**src/rtl/iofocus_sequencer.sv**
```systemverilog
// Command sequencer in front of the I/O focus list: queues OS insert/remove requests,
// arbitrates hot-key next/prev, and tracks the focused task. Optional: IOFOCUS_AUTOADV_EN.
module iofocus_sequencer #(
  parameter int unsigned FIFO_DEPTH = 4
) (
  input  logic       clk_i,
  input  logic       rst_ni,
  input  logic       req_valid_i,
  output logic       req_ready_o,
  input  logic       req_remove_i,
  input  logic [5:0] req_tid_i,
  input  logic       kbd_next_i,
  input  logic       kbd_prev_i,
  output logic [6:0] fl_cmd_o,
  output logic [5:0] fl_tid_o,
  input  logic [6:0] fl_tid_i,
  input  logic       fl_done_i,
  output logic [6:0] focus_tid_o,
  output logic       focus_chg_o,
  output logic       busy_o
);

  localparam int unsigned AW = $clog2(FIFO_DEPTH);
  localparam int unsigned PW = AW + 1;
  localparam int unsigned EW = 7;

  localparam logic [6:0] CMD_NOP    = 7'd0;
  localparam logic [6:0] CMD_INSERT = 7'd16;
  localparam logic [6:0] CMD_REMOVE = 7'd17;
  localparam logic [6:0] CMD_GETNXT = 7'd18;
  localparam logic [6:0] CMD_GETPRV = 7'd19;
  localparam logic [6:0] FOCUS_NONE = 7'h7F;

  typedef enum logic [2:0] {
    S_IDLE,
    S_ISSUE,
    S_WAIT,
    S_RESULT,
    S_AUTO
  } state_e;

  state_e          state_q, state_d;
  logic [PW-1:0]   wptr_q, rptr_q;
  logic [EW-1:0]   mem_q [FIFO_DEPTH];
  logic            nxt_q, nxt_d, prv_q, prv_d;
  logic [6:0]      fl_cmd_q, fl_cmd_d;
  logic [5:0]      fl_tid_q, fl_tid_d;
  logic [6:0]      op_q, op_d;
  logic            src_fifo_q, src_fifo_d;
  logic [6:0]      focus_q, focus_d;
  logic            chg_q, chg_d;

  logic            empty, full, push, pop, clr_nxt, clr_prv, hot_ok, head_rm;
  logic [EW-1:0]   head;

  // FIFO status: an extra pointer bit distinguishes full from empty
  assign empty   = (wptr_q == rptr_q);
  assign full    = (wptr_q[AW] != rptr_q[AW]) && (wptr_q[AW-1:0] == rptr_q[AW-1:0]);
  assign push    = req_valid_i && !full;
  assign head    = mem_q[rptr_q[AW-1:0]];
  assign hot_ok  = (focus_q != FOCUS_NONE);
  assign head_rm = (fl_tid_i == 7'd1) || ({1'b0, fl_tid_q} == focus_q);

  always_comb begin
    state_d    = state_q;
    fl_cmd_d   = fl_cmd_q;
    fl_tid_d   = fl_tid_q;
    op_d       = op_q;
    src_fifo_d = src_fifo_q;
    focus_d    = focus_q;
    pop        = 1'b0;
    clr_nxt    = 1'b0;
    clr_prv    = 1'b0;

    case (state_q)
      S_IDLE: begin
        // With nothing focused there is nothing to step through; drop hot-keys.
        if (!hot_ok) begin
          clr_nxt = 1'b1;
          clr_prv = 1'b1;
        end
        if (hot_ok && nxt_q) begin
          fl_cmd_d   = CMD_GETNXT;
          fl_tid_d   = 6'd0;
          op_d       = CMD_GETNXT;
          src_fifo_d = 1'b0;
          clr_nxt    = 1'b1;
          state_d    = S_ISSUE;
        end else if (hot_ok && prv_q) begin
          fl_cmd_d   = CMD_GETPRV;
          fl_tid_d   = 6'd0;
          op_d       = CMD_GETPRV;
          src_fifo_d = 1'b0;
          clr_prv    = 1'b1;
          state_d    = S_ISSUE;
        end else if (!empty) begin
          fl_cmd_d   = head[6] ? CMD_REMOVE : CMD_INSERT;
          fl_tid_d   = head[5:0];
          op_d       = head[6] ? CMD_REMOVE : CMD_INSERT;
          src_fifo_d = 1'b1;
          state_d    = S_ISSUE;
        end
      end
      S_ISSUE: begin
        fl_cmd_d = CMD_NOP;
        state_d  = S_WAIT;
      end
      S_WAIT: begin
        if (fl_done_i) state_d = S_RESULT;
      end
      S_RESULT: begin
        pop     = src_fifo_q;
        state_d = S_IDLE;
        case (op_q)
          CMD_GETNXT, CMD_GETPRV: focus_d = fl_tid_i;
          CMD_INSERT: begin
            if (focus_q == FOCUS_NONE) focus_d = {1'b0, fl_tid_q};
          end
          CMD_REMOVE: begin
            if (head_rm) begin
`ifdef IOFOCUS_AUTOADV_EN
              state_d = S_AUTO;
`else
              focus_d = FOCUS_NONE;
`endif
            end
          end
          default: ;
        endcase
      end
`ifdef IOFOCUS_AUTOADV_EN
      S_AUTO: begin
        fl_cmd_d   = CMD_GETNXT;
        fl_tid_d   = 6'd0;
        op_d       = CMD_GETNXT;
        src_fifo_d = 1'b0;
        state_d    = S_ISSUE;
      end
`endif
      default: state_d = S_IDLE;
    endcase

    chg_d = (focus_d != focus_q);
    nxt_d = kbd_next_i || (nxt_q && !clr_nxt);
    prv_d = kbd_prev_i || (prv_q && !clr_prv);
  end

  always_ff @(posedge clk_i or negedge rst_ni) begin
    if (!rst_ni) begin
      state_q    <= S_IDLE;
      wptr_q     <= '0;
      rptr_q     <= '0;
      nxt_q      <= 1'b0;
      prv_q      <= 1'b0;
      fl_cmd_q   <= CMD_NOP;
      fl_tid_q   <= 6'd0;
      op_q       <= CMD_NOP;
      src_fifo_q <= 1'b0;
      focus_q    <= FOCUS_NONE;
      chg_q      <= 1'b0;
    end else begin
      state_q    <= state_d;
      if (push) wptr_q <= wptr_q + PW'(1);
      if (pop)  rptr_q <= rptr_q + PW'(1);
      nxt_q      <= nxt_d;
      prv_q      <= prv_d;
      fl_cmd_q   <= fl_cmd_d;
      fl_tid_q   <= fl_tid_d;
      op_q       <= op_d;
      src_fifo_q <= src_fifo_d;
      focus_q    <= focus_d;
      chg_q      <= chg_d;
    end
  end

  // Storage needs no reset; pointers define validity.
  always_ff @(posedge clk_i) begin
    if (push) mem_q[wptr_q[AW-1:0]] <= {req_remove_i, req_tid_i};
  end

  assign req_ready_o = !full;
  assign busy_o      = (state_q != S_IDLE);
  assign fl_cmd_o    = fl_cmd_q;
  assign fl_tid_o    = fl_tid_q;
  assign focus_tid_o = focus_q;
  assign focus_chg_o = chg_q;

endmodule

```
**config.mk**
```make
export PLATFORM = sky130hd
export DESIGN_NAME = iofocus_sequencer
export DESIGN_NICKNAME = d
export VERILOG_FILES = /design/src/rtl/iofocus_sequencer.sv
export SDC_FILE = /design/constraint.sdc
export NUM_CORES = 1
export LEC_CHECK = 0
export CAP_MARGIN = 10
export CORE_AREA = 4 4 92 94
export DETAILED_ROUTE_END_ITERATION = 12
export DIE_AREA = 0 0 96 98
export SLEW_MARGIN = 20
export SYNTH_ARGS = -nofsm -noshare
export SYNTH_HDL_FRONTEND = slang
export SYNTH_SLANG_ARGS = --single-unit
```
**constraint.sdc**
```tcl
create_clock -name clk_i -period 3.1 [get_ports clk_i]
set_input_delay 0.31 -clock clk_i [delete_from_list [all_inputs] [get_ports clk_i]]
set_output_delay 0.31 -clock clk_i [all_outputs]
set_load 0.005 [all_outputs]
```
==> results of run 1 <==
==> logic make-up after synthesis <==
kind of cell,after synthesis
other,1
AO/OA/AOI/OAI,61
AND/OR/NAND/NOR,80
flip-flops,59
buffers and inverters,23
adder cells (fa/ha/maj),9
multiplexers,10
XOR/XNOR,13
==> per-layer routing <==
metal,part of all wire [%],up-vias
met3,6.0,7
met4,1.1,0
li1,-,1016
met5,0,-
met1,45,1016
met2,48,78
==> final cells by class <==
| class | instances | area share (%) |
|---|---|---|
| clock buffers | 9 | 3.41 |
| clock inverters | 6 | 2.24 |
| inverters | 12 | 1.24 |
| repair buffers | 40 | 10.9 |
| flip-flops and latches | 59 | 44.7 |
| well taps | 102 | 3.51 |
| multi-input cells | 177 | 34.0 |
==> through the flow <==
stage / cell area [µm²] / setup WS, ps / std cells / power, mW
4_1_cts: 3630 / 749 / 405 / 3.43
2_1_floorplan: 2970 / 1140 / 259 / 2.21
5_1_grt: 3630 / 619 / 405 / 3.63
6_report: 3630 / 775 / 405 / 3.39
3_3_place_gp: 3430 / 782 / 390 / 2.68
3_5_place_dp: 3430 / 789 / 390 / 2.69
==> where the power goes <==
group / switching (mW) / internal [mW] / leakage [nW]
Sequential: 0.237 / 1.10 / 0.623
Combinational: 0.693 / 0.632 / 0.689
Clock: 0.284 / 0.442 / 0.104
Total: 1.21 / 2.18 / 1.42
==> path summary, 6_finish.rpt <==
check	cells past startpoint	slack, ps	end
worst max-delay path	4	780	req_ready_o
worst min-delay path	2	380	fl_tid_o[5]$_DFFE_PN0P_
worst max register to register	5	790	op_q[0]$_DFFE_PN0P_
worst min register to register	1	490	rptr_q[2]$_DFFE_PN0P_
max in group asynchronous	2	2390	focus_tid_o[3]$_DFF_PN1_
min in group clk_i	1	490	rptr_q[2]$_DFFE_PN0P_
==> layout by cell type (no fill, tap or decap), types with 3 or more instances in the layout <==
cell and n:
sky130_fd_sc_hd__xor2_1 10, sky130_fd_sc_hd__a21oi_1 11, sky130_fd_sc_hd__dfrtp_1 24, sky130_fd_sc_hd__clkbuf_8 9, sky130_fd_sc_hd__o21ai_0 20, sky130_fd_sc_hd__inv_1 12, sky130_fd_sc_hd__nor2_1 11, sky130_fd_sc_hd__nor4_1 3
sky130_fd_sc_hd__edfxtp_1 28, sky130_fd_sc_hd__a31oi_1 4, sky130_fd_sc_hd__xnor2_1 3, sky130_fd_sc_hd__and3_1 4, sky130_fd_sc_hd__a22oi_1 4, sky130_fd_sc_hd__nand2_1 37, sky130_fd_sc_hd__ha_1 9, sky130_fd_sc_hd__dfstp_2 7
sky130_fd_sc_hd__clkdlybuf4s50_1 38, sky130_fd_sc_hd__and2_1 3, sky130_fd_sc_hd__mux4_2 7, sky130_fd_sc_hd__conb_1 4, sky130_fd_sc_hd__nand3_1 4, sky130_fd_sc_hd__a21o_1 3
==> sequential cells by signal (all words and copies together), names as in the netlist <==
register and flops:
fl_tid_o 6, src_fifo_q 1, state_q 2, mem_q 28
wptr_q 3, op_q 3, nxt_q 1, focus_chg_o 1
prv_q 1, focus_tid_o 7, rptr_q 3, fl_cmd_o 3
==> critical path, delay by kind of cell (launching register included) <==
kind                      cells  cell delay, ps
xor gates and xnor gates      1             330
buffers and inverters         1             530
DFF                           1             590
and+or+nand+nor               2             240
==> results.md, run 1 <==
- The run finished with clean final reports.
- The sum of negative setup slack is 0 ps.
- Setup violations remaining at the end of the flow were counted as 0.
- The met1 layer usage reported by global route is 17.8%.
- The startpoint identified for the worst register-to-register timing path is focus_tid_o[3]$_DFF_PN1_.
- The effective utilization at floorplan is 38.7%.
- The first global-routing pass estimated 10.1 mm of wire.
- STA puts the critical path data required time at 2790 ps.
- Counting flops with an async set or reset pin after synthesis yields a share of 52.5%.
- The post-cts sizing count is 0.
- The iteration count of the initial detailed-routing pass is 4.
- The most critical setup path has its startpoint at rptr_q[1]$_DFFE_PN0P_.
- The met2 track demand over resource in global routing is 22.8%.
- The number of max-slew violations in the final report came to 0.
- Registers take 1630 µm².
- The congestion estimate from routability-driven global placement came to 0.883.
- The tree is rooted in a sky130_fd_sc_hd__clkbuf_8.
- The worst hold slack is 381 ps.
- Counting instances in the post-synthesis netlist gives the leading cell types as sky130_fd_sc_hd__nand2_1 (37), sky130_fd_sc_hd__edfxtp_1 (28), sky130_fd_sc_hd__dfrtp_1 (24).
- From bottom edge to top edge, the die measures 98 µm.
- The worst setup path is captured at an output port.
- In the final routed layout, each cell accounts on average for 15.7 µm.
- After layout, the worst path uses 75.0% of the clock period.
- Setup repair after global routing left no endpoint under its margin.
- The synthesized instance count is 256.
- Summing all multi-input logic gate instances after layout gives 1240 µm².
- The total die area is 9410 µm².
- The biggest area contributor in the post-synthesis netlist is sky130_fd_sc_hd__edfxtp_1.
- The number of synthesized flops with an enable pin is 28.
- The relative area change from synthesis to final layout is 22.7%.
- The number of warnings printed during yosys synthesis is 0.
- The clock sink count is 59.
- The via count of the first global-routing pass came to 2045.
- The share of synthesized area spent on multiplexers is 6.59%.
- Port buffering added 38 buffers.
- The synthesized netlist contains 57 unique library cells.
- The top achievable clock speed is 430 MHz.
- At the pin with the least slew margin, the transition time is 666 ps.
- The area share of and/or/nand/nor cells after synthesis is 14.0%.
- The synthesized design contains 59 register bits.
- The number of nets in the finished design is 328.
- The DRC marker count from the first detailed-route iteration is 136.
- The fraction of the core area covered by cells at the end of the flow is 47.5%.
- The leakage component of the power is 1.42 nW.
- The clock-pin slew of the registers on the worst-case setup and hold paths is 60 ps.
- The count of standard-cell rows is 32.
- The critical path start-end classification is flop to output port.
- 43 I/O pins were placed.
- The final critical path time including I/O delays and setup is 2320 ps.
- The final hold violation count is 0.
- The post-CTS repair timing setup buffer count is 0.
- Buffers inserted to repair hold after CTS numbered 0.
- The met3 routing resource usage after global routing is 3.62%.
- The tightest slew margin relative to the limit is 55.5%.
- The floorplan step defined a core boundary enclosing 7650 µm².
- Dividing total power by cell area gives a power density of 933 nW/µm².
- The clock passes through at most 2 buffers.
- The filler cell count in the final layout is 698.
- The total routing usage reported by global routing is 14.0%.
- Of the synthesized area, sequential elements account for 54.9%.
- The category of the worst setup path launch point is a flop.
- IR analysis of the VDD net gives a maximum drop of 0.423 mV.
- By area the synthesized netlist is led by sky130_fd_sc_hd__edfxtp_1 (28%), sky130_fd_sc_hd__dfrtp_1 (20%), sky130_fd_sc_hd__dfstp_2 (6.2%).
- After Yosys synthesis, XOR and XNOR cells account for 3.84% of the synthesized area.
- The total number of H-tree levels is 3.
- The fraction of layout instances using a drive strength above 1 is 13.2%.
- Summed over all layers, the routed wires come to 6.34 mm.
- Entering global routing, the biggest net connects 32 pins.
- From left edge to right edge, the die measures 96 µm.
- TritonCTS built the clock tree.
- The average cell area after synthesis is 11.6 µm².
- The number of max-cap violations is 0.
- The number of remaining DRC errors is 0.
- In this run, CTS created clock tree buffers numbering 9.
- Among all stages on the critical path, the largest delay is contributed by sky130_fd_sc_hd__dfrtp_1.
- The top fanout value on the critical path is 10.
- The summed instance area of the synthesized netlist is 2960 µm².
- The synthesized design devotes to its leading area cell type 28.4% of total area.
- The predominant post-synthesis flop cell is sky130_fd_sc_hd__edfxtp_1.
- The final route contains 2117 vias.
- After synthesis, the largest family of logic cells by area is simple AND/OR/NAND/NOR gates.
- After detailed routing, the number of vias per cell comes to 5.23.
- The worst-case clock skew is 6.93 ps.
- The half-perimeter wire length after placement is 4.65 mm.
- The synthesized-area fraction occupied by ao, oa, aoi and oai cells is 13.0%.
- The number of antenna violations at the first check in global routing is 0.
- The critical path goes through xor2_1 -> nor2_1 -> nand2_1 -> clkdlybuf4s50_1.
- By instance count, the leading cell after synthesis is sky130_fd_sc_hd__nand2_1.
- Global routing finished with a remaining overflow of 0.
- The worst stage delay on the critical path is 590 ps.
- In this run the most used layer during global routing was met2.
- Once detail routing completed, the nets flagged for antenna violations numbered 0.
- The data arrival time of the critical path is 2010 ps.
- Clock latency on the worst-skew pair, taken at its later pin, is 330 ps.
- The antenna diode instance count is 0.
- Of the total synthesized cell area, the portion taken by full adders, half adders and majority gates is 3.80%.
- The worst hold-check path type is input pin to asynchronous set/reset pin.
Note: power is estimated with default switching activity, not from simulation.
==> inputs of run 2 (changes only) <==
==> constraint.sdc (replaced) <==
create_clock -name clk_i -period 1.9 [get_ports clk_i]
set_input_delay 0.19 -clock clk_i [delete_from_list [all_inputs] [get_ports clk_i]]
set_output_delay 0.19 -clock clk_i [all_outputs]
set_load 0.005 [all_outputs]
==> results.md, run 2 (synthesis gave the netlist of run 1 again) <==
- The run finished, with violations left.
- The final reports fail on negative setup slack.
- The antenna violation net count after detailed routing was 0 (unchanged).
- The data arrival time of the critical path is 2150 ps (+140 ps).
- The data required time at the worst endpoint was 2130 ps (-660 ps).
- The final global-route overflow total is 0 (unchanged).
- The effective utilization at floorplan came to 38.7% (unchanged).
- The half-perimeter wire length after placement is 5.31 mm (+14%).
- The final routed wirelength across all metal layers is 7.22 mm (+14%).
- The via density per instance is 5.11 (-2.3%).
- The number of max-cap violations is 0 (unchanged).
- The min-delay analysis places its worst path in the category input pin to asynchronous set/reset pin.
- The via count of the first global-routing pass is 2296 (+12%).
- The TritonCTS clock tree is done.
- The first-pass GRT wire length was 11.2 mm (+11%).
- The library cells used most frequently in the layout, excluding fill and tap cells, are sky130_fd_sc_hd__buf_4 (50), sky130_fd_sc_hd__clkdlybuf4s50_1 (35), sky130_fd_sc_hd__nand2_1 (28), sky130_fd_sc_hd__edfxtp_1 (28), sky130_fd_sc_hd__dfrtp_1 (23).
- The number of nets in the finished design is 379 (+16%).
- The fraction of layout instances using a drive strength above 1 is 35.8% (+23 points).
- The fraction of the core area covered by cells at the end of the flow is 54.8% (+7.2 points).
- The core box area came to 7650 µm² (unchanged).
- The number of max-slew violations in the final report is 0 (unchanged).
- The weighted congestion reported at the end of routability-driven placement is 0.959 (+8.6%).
- Setup repair after global routing could not meet its margin everywhere.
- The clock sink count is 59 (unchanged).
- The total die area is 9410 µm² (unchanged).
- The worst setup path is of the flop to flop kind.
- The maximum clock path buffer count is 2 (unchanged).
- The post-placement worst setup slack is -93.7 ps (-883 ps).
- The DRC marker count from the first detailed-route iteration is 112 (-18%).
- The largest net degree at the start of global routing came to 32 (unchanged).
- The die outline height is 98 µm (unchanged).
- The worst register-to-register path begins at focus_tid_o[2]$_DFF_PN1_.
- The final-report setup violation count was 2 (+2).
- The sum of negative setup slack was -44.8 ps (-44.8 ps).
- The number of cell instances on the worst register-to-register path is 5 (unchanged).
- The total vias in the final route is 2334 (+10%).
- Of the available clock period, the critical path in the final layout requires 101%.
- The final hold violation count is 0 (unchanged).
- The root cell of the clock tree is sky130_fd_sc_hd__clkbuf_8.
- The power density relative to cell area is 1520 nW/µm² (+63%).
- The cell count after placement is 435 (+12%).
- The terminus of the critical flop-to-flop path is op_q[0]$_DFFE_PN0P_.
- The count of standard-cell rows is 32 (unchanged).
- The final critical path time including I/O delays and setup is 1920 ps.
- The first element of the critical path is focus_tid_o[2]$_DFF_PN1_.
- The relative area change from synthesis to final layout is 41.4%.
- The number of antenna violations at the first check in global routing is 0 (unchanged).
- The iteration count of the initial detailed-routing pass is 4 (unchanged).
- The category of the worst setup path launch point is a flop.
- The detail-routed net length per standard cell is 15.8 µm (+0.92%).
- The worst-case clock skew is 12.4 ps (+5.46 ps).
- The number of top-level design ports came to 43 (unchanged).
- Leaving out fill and tap cells, the most frequent cell in the layout is sky130_fd_sc_hd__buf_4.
- The maximum ir drop on the vdd rail is 0.607 mV (+44%).
- The number of flip-flops in the largest register is 28 (unchanged).
- The top fanout value on the critical path was 5 (-5).
- The number of remaining DRC errors is 0 (unchanged).
- Timing would allow up to 520 MHz.
- The leakage component of the power is 1.71 nW (+21%).
- The endpoint class of the critical path is a flop.
- The insertion delay of the later-clocked pin in the worst-skew pair is 340 ps (about the same).
- The final worst setup slack is -24.2 ps (-799 ps).
- The setup slack of the worst register-to-register path came to -20 ps (-810 ps).
- The count of port buffers added during placement is 38 (unchanged).
- The number of cells in the finished layout apart from fillers is 457 (+13%).
- The total number of H-tree levels is 3 (unchanged).
- The TritonCTS buffer count came to 9 (unchanged).
- The horizontal extent of the die is 96 µm (unchanged).
- The critical path ends at op_q[0]$_DFFE_PN0P_.
- The filler cell count in the final layout was 684 (-2.0%).
- The total routing usage reported by global routing came to 15.5% (+1.5 points).
- The clock-pin slew of the registers on the worst-case setup and hold paths came to 80 ps (+20 ps).
- The antenna diode instance count is 0 (unchanged).
- The total of hold buffers inserted after clock tree synthesis is 0 (unchanged).
- The worst hold slack is 256 ps (-124 ps).
-- run 2: changes by cell type in the layout (fill, tap and decap cells not counted), sizes merged, moves of 2 or more --
cell	previous run	this run
buf	2	52
bufinv	2	0
clkdlybuf4s50	38	35
clkinvlp	0	3
dlymetal6s2s	0	3
-- run 2: worst min path at each step --
stage	cells after the start	startpoint	end
after global routing	2	rst_ni	fl_tid_o[5]$_DFFE_PN0P_
after floorplan	0	rst_ni	fl_cmd_o[0]$_DFFE_PN0P_
after CTS	2	rst_ni	state_q[0]$_DFFE_PN0P_
final	2	rst_ni	fl_tid_o[5]$_DFFE_PN0P_
after global placement	1	wptr_q[2]$_DFFE_PN0P_	wptr_q[2]$_DFFE_PN0P_
after detailed placement	1	rptr_q[2]$_DFFE_PN0P_	rptr_q[2]$_DFFE_PN0P_
-- run 2: through the flow --
step	instance area [µm²]	total power [mW]
3_3_place_gp	3790	4.93
4_1_cts	4030	6.16
5_1_grt	4190	6.85
2_1_floorplan	2980	3.64
6_report	4190	6.39
3_5_place_dp	3790	4.96
-- run 2: final cells by class --
cell class / instances / area (µm²) / area share [%]
Tap cell: 102 / 128 / 3.05
Multi-Input combinational cell: 177 / 1390 / 33.1
Inverter: 12 / 47.5 / 1.14
Clock buffer: 9 / 124 / 2.96
Sequential cell: 59 / 1630 / 38.8
Clock inverter: 7 / 53.8 / 1.28
Timing Repair Buffer: 91 / 823 / 19.7
-- run 2: where the power goes --
group | switching (mW) | internal (mW)
logic | 1.53 | 1.69
registers | 0.326 | 1.80
clock network | 0.556 | 0.478
-- run 2: repair_timing --
item | CTS | global route
pin swaps | 8 | 13
gates cloned | 0 | 1
buffers inserted | 2 | 3
gates resized for setup | 15 | 41
setup endpoints to repair | 14 | 23
-- run 2: worst max-delay path, stage by stage, from the launching register on --
cell                      delay [ps]
sky130_fd_sc_hd__dfstp_2         630
sky130_fd_sc_hd__nand4_4         110
sky130_fd_sc_hd__o32a_1          350
sky130_fd_sc_hd__nor4_4          210
sky130_fd_sc_hd__or2b_4          220
sky130_fd_sc_hd__mux2_4          300
-- run 2: per-layer routing --
metal	global-route usage, %	vias to the layer above	wire (µm)
met5	0	-	0
met4	7.99	0	167
li1	-	1118	-
met1	20.8	1128	3190
met2	23.5	71	3540
met3	3.00	17	325
